### src/rtl/adc_sample_scheduler.sv
// Paces ADC convert strobes at a programmable period, tracking conversion
// completion, finite/continuous bursts and overruns.
module adc_sample_scheduler #(
  parameter int CNT_W      = 32,
  parameter int BURST_W    = 16,
  parameter int OVR_W      = 16,
  parameter int MIN_PERIOD = 4
) (
  input  logic               clk,
  input  logic               rst,
  input  logic               enable,
  input  logic               start,
  input  logic               stop,
  input  logic [CNT_W-1:0]   period_in,
  input  logic [BURST_W-1:0] burst_len,
  input  logic               adc_busy,
  input  logic               adc_done,
  output logic               conv_start,
  output logic               running,
  output logic               done,
  output logic [CNT_W-1:0]   sample_count,
  output logic               overrun,
  output logic [OVR_W-1:0]   overrun_count,
  output logic [CNT_W-1:0]   period_active
);

  typedef enum logic [1:0] {
    IDLE  = 2'd0,
    RUN   = 2'd1,
    DRAIN = 2'd2
  } state_t;

  localparam logic [CNT_W-1:0] MIN_P = CNT_W'(MIN_PERIOD);

  state_t             state_q, state_d;
  logic [CNT_W-1:0]   cnt_q, cnt_d;
  logic [CNT_W-1:0]   period_q, period_d;
  logic [CNT_W-1:0]   samples_q, samples_d;
  logic [BURST_W-1:0] burst_q, burst_d;
  logic [BURST_W-1:0] issued_q, issued_d;
  logic [OVR_W-1:0]   ovr_cnt_q, ovr_cnt_d;
  logic               ovr_q, ovr_d;
  logic               pending_q, pending_d;
  logic               done_q, done_d;

  logic [CNT_W-1:0]   period_clamped;
  logic               tick;
  logic               done_ok;

  assign period_clamped = (period_in < MIN_P) ? MIN_P : period_in;
  assign tick           = (state_q == RUN) && (cnt_q == '0);
  assign done_ok        = pending_q && adc_done;

  always_comb begin
    state_d    = state_q;
    cnt_d      = cnt_q;
    period_d   = period_q;
    samples_d  = samples_q;
    burst_d    = burst_q;
    issued_d   = issued_q;
    ovr_cnt_d  = ovr_cnt_q;
    ovr_d      = ovr_q;
    pending_d  = pending_q;
    done_d     = 1'b0;
    conv_start = 1'b0;

    if (!enable) begin
      // Abort: drop any outstanding conversion so a late adc_done is ignored.
      state_d   = IDLE;
      pending_d = 1'b0;
    end else begin
      case (state_q)
        IDLE: begin
          if (start && !stop) begin
            state_d   = RUN;
            samples_d = '0;
            ovr_cnt_d = '0;
            ovr_d     = 1'b0;
            issued_d  = '0;
            pending_d = 1'b0;
            period_d  = period_clamped;
            burst_d   = burst_len;
            cnt_d     = '0;
          end
        end
        RUN: begin
          // Completion is handled before the tick so a coincident tick can issue.
          if (done_ok) begin
            pending_d = 1'b0;
            samples_d = samples_q + CNT_W'(1);
          end
          if (stop) begin
            state_d = DRAIN;
          end else begin
            if (tick) begin
              period_d = period_clamped;
              cnt_d    = period_clamped - CNT_W'(1);
              if (pending_d || adc_busy) begin
                ovr_d = 1'b1;
                if (ovr_cnt_q != '1) ovr_cnt_d = ovr_cnt_q + OVR_W'(1);
              end else begin
                conv_start = 1'b1;
                pending_d  = 1'b1;
                issued_d   = issued_q + BURST_W'(1);
              end
            end else begin
              cnt_d = cnt_q - CNT_W'(1);
            end
            if ((burst_q != '0) && (issued_d == burst_q)) state_d = DRAIN;
          end
        end
        DRAIN: begin
          if (done_ok) begin
            pending_d = 1'b0;
            samples_d = samples_q + CNT_W'(1);
          end
          if (!pending_d) begin
            state_d = IDLE;
            done_d  = 1'b1;
          end
        end
        default: state_d = IDLE;
      endcase
    end
  end

  always_ff @(posedge clk) begin
    if (rst) begin
      state_q   <= IDLE;
      cnt_q     <= '0;
      period_q  <= '0;
      samples_q <= '0;
      burst_q   <= '0;
      issued_q  <= '0;
      ovr_cnt_q <= '0;
      ovr_q     <= 1'b0;
      pending_q <= 1'b0;
      done_q    <= 1'b0;
    end else begin
      state_q   <= state_d;
      cnt_q     <= cnt_d;
      period_q  <= period_d;
      samples_q <= samples_d;
      burst_q   <= burst_d;
      issued_q  <= issued_d;
      ovr_cnt_q <= ovr_cnt_d;
      ovr_q     <= ovr_d;
      pending_q <= pending_d;
      done_q    <= done_d;
    end
  end

  assign running       = (state_q != IDLE);
  assign done          = done_q;
  assign sample_count  = samples_q;
  assign overrun       = ovr_q;
  assign overrun_count = ovr_cnt_q;
  assign period_active = period_q;

endmodule
### config.mk
export PLATFORM = sky130hd
export DESIGN_NAME = adc_sample_scheduler
export DESIGN_NICKNAME = d
export VERILOG_FILES = /design/src/rtl/adc_sample_scheduler.sv
export SDC_FILE = /design/constraint.sdc
export NUM_CORES = 1
export LEC_CHECK = 0
export CAP_MARGIN = 20
export CORE_ASPECT_RATIO = 1.2
export CORE_UTILIZATION = 54
export DETAILED_ROUTE_END_ITERATION = 6
export HOLD_SLACK_MARGIN = 0.03
export PLACE_DENSITY = 0.81
export SLEW_MARGIN = 30
export SYNTH_ARGS = -nofsm -noshare
export SYNTH_HDL_FRONTEND = slang
export SYNTH_SLANG_ARGS = --single-unit
export TNS_END_PERCENT = 100
### constraint.sdc
create_clock -name clk -period 4.4 [get_ports clk]
set_clock_uncertainty 0.05 [all_clocks]
set_input_delay 0.88 -clock clk [delete_from_list [all_inputs] [get_ports clk]]
set_output_delay 0.88 -clock clk [all_outputs]
set_load 0.02 [all_outputs]
==> results.cfg <==
[run_status]
status = finished, final reports clean

[critical_path]
path_max_fanout = 6
endpoint_kind = output pin
worstSetupPathType = flip-flop to output pin
max_stage_delay_ns = 0.74
required_ns = 3.47
crit_slowest_cell = or4_1
critPathArrivalTime_ns = 3.24
setup.worst_path.start_class = flip-flop
path_cells = or4_1 -> nor4_4 -> nand2_1 -> nor4b_2 -> clkdlybuf4s50_1

[drt]
drc = 0
topRoutingLayerUsed = met4
routed-wl-met2_um = 11100
wl_met1_um = 9220
dr.pass1.iters = 5
drt-total-wl_um = 22300
drt-initial-drc-count = 544
met3_length_um = 1300
vias_per_cell = 5.91
num_vias = 8340
detail_route.wl_per_cell_um = 15.8
ant_nets = 0

[synthesis]
synth.area.top_cells = dfxtp_1 (37%), nand2_1 (8.0%), a21oi_1 (6.5%)
netlist.area_leader.share_pct = 37.3
ys_ff_latch = 149
synth_cells = 1050
synth.avg_cell_area_um2 = 7.61
synth_nets = 1112
synth_common_cells = nand2_1 (171), dfxtp_1 (149), nor2_1 (107)
synth-seq-area-share_pct = 37.3
synthFlopType = dfxtp_1
synth_top_area_cell = dfxtp_1
synth-edff-count = 0
ys_types = 67
async_reset_ff_share_pct = 0
yosysMostFrequentCell = nand2_1
netlist_area_mm2 = 0.00799
synth-warning-count = 0

[power]
switchingPower_mw = 1.19
peakVddDrop_uv = 250
sw_frac_of_total_pct = 31.1
powerDensity_mw_per_mm2 = 365
p_clk_share_pct = 37.2
sequentialPowerShare_pct = 36.8
p_int_mw = 2.64
combinationalPowerShare_pct = 26.0
p_leak_nw = 3.82

[floorplan]
start_util_pct = 55.4
core_mm2 = 0.0144
dieHeight_um = 135
die_area_mm2 = 0.0153
row_count = 48
ios = 139
die_x_um = 113

[cts]
cts_tree = built
cts_buffer_depth = 2
path_clk_slew_ns = 0.06
root_buffer = clkbuf_16
hold_buffers = 0
htree_levels = 4
clock-sinks = 149
clock_latency_ns = 0.43
cts_buffers = 17

[timing]
min_period_ns = 4.17
worst_pin_slew_ns = 0.781
finalSetupViolations = 0
fmax_mhz = 240
holdWs_ns = 0.399
slew_headroom_pct = 48.0
hold_violations = 0
min_period_over_period_pct = 94.9
slew_violations = 0

[place]
io_buffers = 138
gp_congestion = 0.912
hpwl_um = 15800
place_inst = 1375

[layout]
drive_gt1_share_pct = 10.9
nets = 1284
area_growth_pct = 31.6
final_cells = 1410
antenna_cells = 0

[global_routing]
grt.overflow.total = 0
grt_usage_pct = 29.8
grt_pass1_vias = 7777
antenna_found_initial = 0
grt_max_degree = 42
grt_pass1_wl_um = 36700

[job]
cap_violations = 0

[worst_hold_path]
worstHoldPathType = flip-flop to flip-flop
cell families (layout without fill, tap and decap cells):
kind of cell    Yosys count  in the layout  share of synthesized area (%)
compound gates          249            249                           18.5
simple gates            498            498                           31.4
flops                   149            149                           37.3
buf+inv                  76            261                           3.74
mux                       9              9                           1.17
fa+ha+maj                 7              7                           1.10
xor+xnor                 62             62                           6.80
routing by layer:
| metal | global-route usage (%) | vias up |
|---|---|---|
| met4 | 15.8 | 0 |
| met1 | 35.8 | 3874 |
| met3 | 5.06 | 49 |
| met2 | 51.0 | 309 |
| met5 | 0 | - |
| li1 | - | 4108 |
state kept, by name, summed over array words and instances, names as in the netlist:
| name | flops |
|---|---|
| overrun_count | 16 |
| overrun | 1 |
| pending_q | 1 |
| issued_q | 16 |
| cnt_q | 32 |
| state_q | 2 |
| sample_count | 32 |
| done | 1 |
| burst_q | 16 |
| period_active | 32 |
critical path, delay by kind of cell (launching register included):
| family | cells | cell delay, ns |
|---|---|---|
| buffers and inverters | 1 | 0.67 |
| flip-flops | 1 | 0.36 |
| AND/OR/NAND/NOR | 4 | 1.79 |
final timing paths:
path / from / cells past startpoint / slack, ns / endpoint
hold reg to reg: period_active[29]$_SDFFE_PP0P_ / 2 / 0.40 / period_active[29]$_SDFFE_PP0P_
setup reg to reg: cnt_q[9]$_SDFFE_PP0P_ / 14 / 0.73 / cnt_q[26]$_SDFFE_PP0P_
hold / removal: period_active[29]$_SDFFE_PP0P_ / 2 / 0.40 / period_active[29]$_SDFFE_PP0P_
setup / recovery: cnt_q[9]$_SDFFE_PP0P_ / 5 / 0.23 / conv_start
stage by stage:
stage          power (mW)  worst slack (ns)  area (um2)  setup TNS (ns)  util, %
3_3_place_gp         2.38            -0.334        9860           -2.23     68.4
3_5_place_dp         2.40            -0.458        9860           -3.85     68.4
6_report             3.83             0.226       10500               0     72.9
2_1_floorplan        2.08             0.266        7990               0        -
4_1_cts              3.82             0.100       10500               0     72.5
5_1_grt              4.01           -0.0169       10500         -0.0169     72.9
cells in the final DEF, fill, tap and decap left out, drive strengths merged, types with 4 or more instances in the layout:
master	synthesis	final
a211oi	13	13
a21oi	106	106
a22oi	8	8
a31oi	16	16
a41oi	4	4
and2	8	8
and3	24	24
and4	8	8
buf	8	67
clkbuf	43	21
clkdlybuf4s50	0	137
clkinv	0	4
dfxtp	149	149
ha	7	7
inv	25	29
mux2i	6	6
nand2	171	171
nand2b	8	8
nand3	32	32
nand3b	8	8
nand4	26	26
nor2	108	108
nor2b	7	7
nor3	23	23
nor4	31	31
o21a	6	6
o21ai	62	62
o22ai	10	10
or2	6	6
or3	16	16
or4	11	11
xnor2	26	26
xor2	36	36
area by class of cell:
class / count / area (um2)
clock buffer: 21 / 470
clock inverter: 11 / 115
fill: 1184 / 3900
inverter: 25 / 93.8
multi-input combinational: 825 / 4760
sequential: 149 / 2980
tap: 175 / 219
timing repair buffer: 204 / 1870
power groups by stage:
stage	sequential, mW	clock (mW)	combinational [mW]
global route	1.41	1.51	1.09
floorplan	1.46	0	0.627
CTS	1.41	1.45	0.965
detailed placement	1.44	0	0.959
finish	1.41	1.43	0.997
global placement	1.44	0	0.938
repair_timing:
| action | in CTS | in global routing |
|---|---|---|
| buffers inserted | 0 | 3 |
| resized for setup | 1 | 9 |
| setup endpoints to repair | 2 | 9 |
| gates cloned | 0 | 0 |
| pin swaps | 0 | 2 |
| endpoints found under the hold margin | 0 | 0 |
Note: power is estimated with default switching activity, not from simulation.
